`src/rtl/fp_issue_retire.sv`:
```
// Issue/retire controller for the FP multiply/divide datapath: credit-based issue,
// fixed-latency tag pipe, in-order result FIFO. Macro FP_SPECIAL_CASE_EN adds zero/inf/NaN override.
module fp_issue_retire #(
    parameter int LATENCY = 4,
    parameter int DEPTH   = 4
) (
    input  logic        clk,
    input  logic        arst,
    input  logic        in_valid,
    output logic        in_ready,
    input  logic [31:0] in_a,
    input  logic [31:0] in_b,
    input  logic        in_sel,
    output logic [31:0] md_a,
    output logic [31:0] md_b,
    output logic        md_sel,
    output logic        md_en,
    input  logic [31:0] md_r,
    input  logic        md_dz,
    output logic        out_valid,
    input  logic        out_ready,
    output logic [31:0] out_r,
    output logic        out_nv,
    output logic        out_dz
);

    localparam int PW  = (DEPTH > 1) ? $clog2(DEPTH) : 1;
    localparam int OCW = $clog2(DEPTH + 1);
    localparam logic [OCW-1:0] DEPTH_C = OCW'(DEPTH);

    typedef struct packed {
        logic        vld;
`ifdef FP_SPECIAL_CASE_EN
        logic        ovr;
        logic [31:0] val;
        logic        nv;
        logic        dz;
`endif
    } tag_t;

    logic [31:0]    md_a_q, md_b_q;
    logic           md_sel_q, md_en_q;
    logic [OCW-1:0] occ_q, occ_d;
    tag_t           tag_q [LATENCY+1];
    tag_t           new_tag;

    logic [PW-1:0]  wr_ptr_q, rd_ptr_q;
    logic [OCW-1:0] cnt_q, cnt_d;
    logic [31:0]    r_mem_q  [DEPTH];
    logic           nv_mem_q [DEPTH];
    logic           dz_mem_q [DEPTH];

    logic           accept, pop, push;
    logic [31:0]    push_r;
    logic           push_nv, push_dz;

    // The datapath's own divide-by-zero flag is superseded by operand classification.
    logic           unused_md_dz;
    assign unused_md_dz = md_dz;

    assign md_a      = md_a_q;
    assign md_b      = md_b_q;
    assign md_sel    = md_sel_q;
    assign md_en     = md_en_q;

    // md_en_q doubles as "out of reset" so in_ready is 0 during reset without a combinational path.
    assign in_ready  = md_en_q && (occ_q < DEPTH_C);
    assign accept    = in_valid && in_ready;
    assign out_valid = (cnt_q != '0);
    assign pop       = out_valid && out_ready;
    assign push      = tag_q[LATENCY].vld;

    assign out_r     = r_mem_q[rd_ptr_q];
    assign out_nv    = nv_mem_q[rd_ptr_q];
    assign out_dz    = dz_mem_q[rd_ptr_q];

`ifdef FP_SPECIAL_CASE_EN
    logic a_zero, a_inf, a_nan, b_zero, b_inf, b_nan, sgn;

    // Denormals are flushed: any zero exponent counts as zero.
    assign a_zero = (in_a[30:23] == 8'h00);
    assign a_inf  = (in_a[30:23] == 8'hFF) && (in_a[22:0] == 23'd0);
    assign a_nan  = (in_a[30:23] == 8'hFF) && (in_a[22:0] != 23'd0);
    assign b_zero = (in_b[30:23] == 8'h00);
    assign b_inf  = (in_b[30:23] == 8'hFF) && (in_b[22:0] == 23'd0);
    assign b_nan  = (in_b[30:23] == 8'hFF) && (in_b[22:0] != 23'd0);
    assign sgn    = in_a[31] ^ in_b[31];

    always_comb begin
        new_tag     = '0;
        new_tag.vld = 1'b1;
        if (in_sel) begin
            if (a_nan || b_nan || (a_inf && b_zero) || (a_zero && b_inf)) begin
                new_tag.ovr = 1'b1;
                new_tag.val = 32'h7FC0_0000;
                new_tag.nv  = 1'b1;
            end else if (a_inf || b_inf) begin
                new_tag.ovr = 1'b1;
                new_tag.val = {sgn, 8'hFF, 23'd0};
            end else if (a_zero || b_zero) begin
                new_tag.ovr = 1'b1;
                new_tag.val = {sgn, 31'd0};
            end
        end else begin
            if (a_nan || b_nan || (a_zero && b_zero) || (a_inf && b_inf)) begin
                new_tag.ovr = 1'b1;
                new_tag.val = 32'h7FC0_0000;
                new_tag.nv  = 1'b1;
            end else if (a_inf) begin
                new_tag.ovr = 1'b1;
                new_tag.val = {sgn, 8'hFF, 23'd0};
            end else if (b_zero) begin
                new_tag.ovr = 1'b1;
                new_tag.val = {sgn, 8'hFF, 23'd0};
                new_tag.dz  = 1'b1;
            end else if (a_zero || b_inf) begin
                new_tag.ovr = 1'b1;
                new_tag.val = {sgn, 31'd0};
            end
        end
    end

    assign push_r  = tag_q[LATENCY].ovr ? tag_q[LATENCY].val : md_r;
    assign push_nv = tag_q[LATENCY].nv;
    assign push_dz = tag_q[LATENCY].dz;
`else
    always_comb begin
        new_tag     = '0;
        new_tag.vld = 1'b1;
    end

    assign push_r  = md_r;
    assign push_nv = 1'b0;
    assign push_dz = 1'b0;
`endif

    // Occupancy counts in-flight plus queued results; a tag moving into the FIFO leaves it unchanged.
    always_comb begin
        occ_d = occ_q;
        if (accept && !pop) begin
            occ_d = occ_q + OCW'(1);
        end else if (!accept && pop) begin
            occ_d = occ_q - OCW'(1);
        end
    end

    always_comb begin
        cnt_d = cnt_q;
        if (push && !pop) begin
            cnt_d = cnt_q + OCW'(1);
        end else if (!push && pop) begin
            cnt_d = cnt_q - OCW'(1);
        end
    end

    always_ff @(posedge clk or negedge arst) begin
        if (!arst) begin
            md_a_q   <= '0;
            md_b_q   <= '0;
            md_sel_q <= 1'b0;
            md_en_q  <= 1'b0;
            occ_q    <= '0;
            for (int i = 0; i <= LATENCY; i++) begin
                tag_q[i] <= '0;
            end
        end else begin
            md_en_q <= 1'b1;
            occ_q   <= occ_d;
            if (accept) begin
                md_a_q   <= in_a;
                md_b_q   <= in_b;
                md_sel_q <= in_sel;
            end
            tag_q[0] <= accept ? new_tag : '0;
            for (int i = 1; i <= LATENCY; i++) begin
                tag_q[i] <= tag_q[i-1];
            end
        end
    end

    // Credits guarantee a free slot whenever a tag exits, so push never checks for full.
    always_ff @(posedge clk or negedge arst) begin
        if (!arst) begin
            wr_ptr_q <= '0;
            rd_ptr_q <= '0;
            cnt_q    <= '0;
            for (int i = 0; i < DEPTH; i++) begin
                r_mem_q[i]  <= '0;
                nv_mem_q[i] <= 1'b0;
                dz_mem_q[i] <= 1'b0;
            end
        end else begin
            cnt_q <= cnt_d;
            if (push) begin
                r_mem_q[wr_ptr_q]  <= push_r;
                nv_mem_q[wr_ptr_q] <= push_nv;
                dz_mem_q[wr_ptr_q] <= push_dz;
                wr_ptr_q           <= wr_ptr_q + PW'(1);
            end
            if (pop) begin
                rd_ptr_q <= rd_ptr_q + PW'(1);
            end
        end
    end

endmodule

```
`config.mk`:
```
export PLATFORM = sky130hd
export DESIGN_NAME = fp_issue_retire
export DESIGN_NICKNAME = d
export VERILOG_FILES = /design/src/rtl/fp_issue_retire.sv
export SDC_FILE = /design/constraint.sdc
export NUM_CORES = 1
export LEC_CHECK = 0
export BUFFER_PORTS_ARGS = -buffer_cell sky130_fd_sc_hd__buf_2
export CORE_MARGIN = 8
export CORE_UTILIZATION = 51
export DETAILED_ROUTE_END_ITERATION = 8
export PLACE_DENSITY = 0.76
export SYNTH_ARGS = -nofsm -noshare
export SYNTH_HDL_FRONTEND = slang
export SYNTH_SLANG_ARGS = --single-unit
export TNS_END_PERCENT = 50
```
`constraint.sdc`:
```
create_clock -name clk -period 2.65 [get_ports clk]
set_input_delay 0.265 -clock clk [delete_from_list [all_inputs] [get_ports clk]]
set_output_delay 0.265 -clock clk [all_outputs]
set_load 0.02 [all_outputs]
```
Yosys cells after proc, flatten, opt, wreduce, memory -nomap -nowiden
Index checks and enable logic that the tools add are counted.

Reductions and logical operators: 14. Bitwise operators: 5. Add/subtract/negate cells: 6. Multiplexer cells: 19. $lt $le $gt $ge: 4.

Operators with widths (number): $bwmux 128 (1); $mux 32 (3); $bmux 32 s2 (1); $demux 32 s2 (1); $mux 3 (4); $and 4x4->4 (2); $logic_and 1x1->1 (8); $add 3x1->3 const B (2); $ge 3x3->1 const B (2); $mux 1 (6); $not 2->3 (2); $sub 3x1->3 const B (2); $add 2x1->2 const B (2); $bmux 1 s2 (2); $not 4->4 (1); $reduce_bool 2->1 (2); $logic_not 1->1 (3); $lt 3x1->1 const B (1); $lt 3x3->1 const B (1); $reduce_bool 3->1 (1); $demux 1 s2 (1).

Register bits after elaboration: 217. Input port bits: 102. Output and inout bits: 102. Logic and storage cells: 73.

Depth between registers and ports, before layout
Word-level depth: 7. Depth in mapped cells: 11. Gate-level depth less buffers: 9.

Least setup slack after synthesis
Ideal clock, no wire load.

Path type: reg2reg. From: register md_en_q, in the netlist md_en. To: register occ_q[2]. Stages on the path, launching flop included: 12. Buffers on the path: 2. Arrival: 2.093 ns. Setup time: 0.079 ns. Slack: 0.477 ns. Clock period less this slack: 2.173 ns. Data required time: 2.571 ns. Path through: dfrtp_1 > nor2b_4 > nand2_2 > buf_6 > buf_6 > inv_1 > ha_1 > inv_1 > fa_1 > xor2_1 > nor2_1 > xor2_1.

Word-level cells in the longest chain between the ends: 5. Elaborated cells on any way between the ends: 7.

Ends and longest elaborated chain: start, declared (RTL line 42) `logic md_sel_q, md_en_q;`; start signal, assigned (RTL line 161) `md_en_q <= 1'b0;`; start signal, assigned (RTL line 167) `md_en_q <= 1'b1;`; $logic_and 1x1->1 (*) (RTL line 67) `assign in_ready = md_en_q && (occ_q < DEPTH_C);`; via in_ready (RTL line 10) `output logic in_ready,`; $logic_and 1x1->1 (*) (RTL line 68) `assign accept = in_valid && in_ready;`; via accept (RTL line 53) `logic accept, pop, push;`; $logic_not 1->1 (RTL line 142) `end else if (!accept && pop) begin`; $logic_and 1x1->1 (RTL line 142); $reduce_bool 2->1 (no source line); end signal, assigned (RTL line 162) `occ_q <= '0;`; end signal, assigned (RTL line 168) `occ_q <= occ_d;`; end, declared (RTL line 43) `logic [OCW-1:0] occ_q, occ_d;`.

The timed path passes the listed nets; every way through them passes the cells marked *. A chain may end at the register's enable or synchronous reset.

Worst setup path after layout
From: register rd_ptr_q[1]. To: output port out_r[17].

Word-level cells in the longest chain between the ends: 4.

Ends and longest elaborated chain: start, declared (RTL line 47) `logic [PW-1:0] wr_ptr_q, rd_ptr_q;`; start signal, assigned (RTL line 201) `rd_ptr_q <= rd_ptr_q + PW'(1);`; $not 2->3 (implied by the code) (RTL line 73) `assign out_r = r_mem_q[rd_ptr_q];`; $bmux 32 s2 (RTL line 73); $mux 32 (implied by the code) (2 in a row) (RTL line 73); end, declared (RTL line 22) `output logic [31:0] out_r,`.

No other way between the ends. The select of a mux whose other input is x is not followed.

==> metrics.md <==
| Metric | Value |
|---|---|
| Status | completed |
| Clk pin slew, worst setup/hold paths | 0.06 ns |
| Share of synthesized cell area in full adder, half adder and majority cells | 1.27% |
| Yosys Warn Count | 0 |
| Number of buffers added on ports | 202 |
| TritonCTS clock tree | done |
| HP Class | in -> reg |
| Count of state elements after synthesis | 217 |
| Detailed Route WL | 20.9 mm |
| Total core area | 17400 sq um |
| Via count of the first global-routing pass | 6447 |
| Final count of negative-setup-slack endpoints | 0 |
| Max clock buf depth | 3 |
| Setup TNS | 0 ns |
| Switching power of the nets | 5.21 mW |
| Pwr dens | 1320 nW/um^2 |
| Max incr delay on CP | 0.65 ns |
| Effective utilization at floorplan | 52.3% |
| # Post-CTS Setup Buffers | 0 |
| Library cell used as clock root buffer | clkbuf_16 |
| Die extent in y | 149 microns |
| RSZ-0062 raised after global routing | no |
| Final hold viol count | 0 |
| Syn-to-layout area delta | 26.3% |
| Number of nets in the layout | 875 |
| Max-cap check violation count | 0 |
| Cell Chain, Critical Path | buf_4 > mux4_2 > buf_2 |
| Antenna violations before repair | 1 |
| Hold-critical path endpoint | md_b[17] |
| Total number of clock tree sinks | 217 |
| Remaining DRCs | 0 |
| Comb power frac | 41.3% |
| Relative max-transition margin | 33.0% |
| Vias per Instance | 5.28 |
| Std cell rows | 48 |
| Final weighted congestion of routability-driven global placement | 0.742 |
| Later-pin clock latency in the skew report | 0.48 ns |
| Number of routed nets with antenna violations | 0 |
| CTS HTree Levels | 1 |
| Number of buffer and inverter stages on the critical path | 2 |
| Total count of max-transition violations in the final report | 0 |
| Syn_nets | 628 |
| Clock share of power | 20.0% |
| Distinct cell type count after synthesis | 21 |
| FF+latch area | 5430 sq um |
| Data arrival at the endpoint of the critical path | 2.01 ns |
| Tightest Pin Transition | 1.00 ns |
| Worst reg-to-reg setup slack | 0.50 ns |
| Synthesized instance count | 518 |
| Synth Cell Area | 9080 sq um |
| Cell family with most CP delay | flip-flops |
| Yosys top cell area share | 59.8% |
| Largest family of logic cells by synthesized area | multiplexers |
| Worst endpoint required time | 2.38 ns |
| Maximum number of pins on one net before global-route repair | 79 |
| Overall Global Routing Usage | 19.0% |
| Number of stages on the worst hold path | 2 |
| Worst setup EP type | primary output |
| Post-Synth XOR/XNOR Area | 0.868% |
| Crit Path Class | reg -> out |
| Library cell contributing the largest single delay on the critical path | dfrtp_2 |
| Die X | 149 microns |
| Final cell count without fillers | 1006 |
| Main area contributors after synthesis | dfrtp_1, mux2_2, mux4_2, mux2_4, buf_2 |
| Clock buffer count from CTS | 23 |
| Critical register-to-register path startpoint | cnt_q[1] |
| Area share of and/or/nand/nor cells after synthesis | 1.34% |
| Hpwl dp | 14.3 mm |
| DR pass1 iterations | 4 |
| Initial DRC Count | 148 |
| Count of fill cells added during filler insertion | 1174 |
| End of the worst register-to-register path | cnt_q[2] |
| Reported leakage power | 5.39 nW |
| IO Pins | 204 |
| Share of the yosys chip area belonging to registers | 59.8% |
| Internal power of the cells | 9.96 mW |
| Total power consumption of the routed design | 15.2 mW |
| Number of instances resized during post-cts repair | 0 |
| Dpl cells | 929 |
| Mean instance size in the synthesized netlist | 17.5 sq um |
| Number of cells on the worst reg-to-reg path | 8 |
| Wire length of the first global-routing pass | 33.6 mm |
| Remaining global-route overflow | 0 |
| Biggest area consumer among synthesized cells | dfrtp_1 |
| Worst-path maximum fanout | 15 |
| Critical Path Source Type | flop |
| Via total after detailed routing | 5314 |
| Seq pwr share | 38.8% |
| Switching portion of total power | 34.3% |
| Worst IR drop on VDD | 0.00102 V |
| HP Start | in_b[17] |
| Footprint of the multi-input gates | 3440 sq um |
| Worst Clk Skew | 0.00538 ns |
| Tcrit/Tclk final | 85.9% |
| Compound-Gate Fraction of Synth Area | 0.0551% |
| Fmax | 439 MHz |
| Die area | 22300 sq um |
| Multiplexer area fraction after synthesis | 34.2% |
| Final critical-path required period | 2.28 ns |
| Share of cells above drive strength 1 | 61.9% |
| Detailed-route wire length per cell | 20.7 microns |
layout make-up:
type                            count  area share, %
Antenna cell                        1         0.0218
Tap cell                          225           2.46
Clock inverter                      4          0.415
Timing Repair Buffer              250           13.7
Sequential cell                   217           47.4
Clock buffer                       36           5.88
Multi-Input combinational cell    268           30.0
Inverter                            5          0.164
placed cells by master, fill, tap and decap left out, drive strengths merged:
cell	count
and2	8
nor2b	1
o21ai	1
mux2	195
dfrtp	217
ha	6
clkinvlp	1
dlygate4sd3	36
xnor2	4
fa	2
inv	5
mux4	34
conb	1
clkbuf	37
buf	213
nand2	7
bufinv	1
clkinv	2
diode	1
or3	1
nor2	2
xor2	5
nand3	1
worst max path at each step:
stage,startpoint,to,slack (ns),cells past startpoint
finish,rd_ptr_q[1],out_r[17],0.37,3
global route,rd_ptr_q[1],out_r[15],0.31,3
CTS,rd_ptr_q[1],out_r[17],0.35,3
detailed placement,cnt_q[1],cnt_q[2],0.52,8
global placement,cnt_q[1],occ_q[2],0.59,8
floorplan,md_en,occ_q[2],0.48,11
per-stage QoR:
stage / hold slack (ns) / util (%) / setup slack (ns) / cell area, sq um
2_1_floorplan: -0.0306 / - / 0.477 / 9080
3_3_place_gp: 0.318 / 59.8 / 0.589 / 10400
3_5_place_dp: 0.335 / 59.8 / 0.518 / 10400
4_1_cts: 0.000517 / 65.9 / 0.347 / 11400
5_1_grt: 0.000337 / 66.1 / 0.313 / 11500
6_report: 0.0151 / 66.1 / 0.373 / 11500
worst register-to-register path: stages (launching register included):
cell     delay, ns
dfrtp_1       0.40
or3_1         0.42
nand2_1       0.16
ha_1          0.21
inv_1         0.06
fa_1          0.37
xor2_1        0.15
nor2_1        0.11
xor2_1        0.17
timing repair:
item	4_1_cts	5_1_grt
hold buffers	34	2
endpoints found under the setup margin	0	0
endpoints found under the hold margin	108	2
power groups by stage:
stage / Clock (mW) / Combinational [mW] / Sequential (mW)
detailed placement: 0 / 6.33 / 5.89
finish: 3.03 / 6.26 / 5.88
global route: 3.25 / 6.71 / 6.07
global placement: 0 / 6.12 / 5.73
CTS: 3.12 / 6.38 / 5.87
floorplan: 0 / 3.90 / 6.20
state kept, by name (all words and copies together) (netlist names):
signal and flops:
cnt_q 3, r_mem_q 128, occ_q 3, tag_q 4, md_a 32, nv_mem_q 4
push 1, rd_ptr_q 2, md_en 1, dz_mem_q 4, md_b 32, wr_ptr_q 2
md_sel 1
synthesized netlist by cell type:
library cell,count
xnor2_1,4
buf_2,18
conb_1,1
nand2_1,2
nor2b_4,1
mux4_2,34
inv_1,5
o21ai_0,1
and2_1,8
ha_1,6
nand3_1,1
buf_4,2
nand2_2,5
buf_6,8
mux2_2,156
dfrtp_1,217
fa_1,2
nor2_1,2
or3_1,1
xor2_1,5
mux2_4,39
routing by layer:
layer  track usage (%)  up-vias  part of all wire [%]
met1              21.2     2723                    37
met3              7.19       31                   9.5
met5                 0        -                     0
met2              33.6      197                    51
met4              4.75        0                   1.9
li1                  -     2363                     -
kinds of logic (layout without fill, tap and decap cells):
| group | Yosys count | count (layout) |
|---|---|---|
| adder cells (fa/ha/maj) | 8 | 8 |
| buffers and inverters | 33 | 295 |
| other | 1 | 2 |
| multiplexers | 229 | 229 |
| AND/OR/NAND/NOR | 20 | 20 |
| flip-flops | 217 | 217 |
| AO/OA/AOI/OAI | 1 | 1 |
| XOR/XNOR | 9 | 9 |
Note: power is estimated with default switching activity, not from simulation.
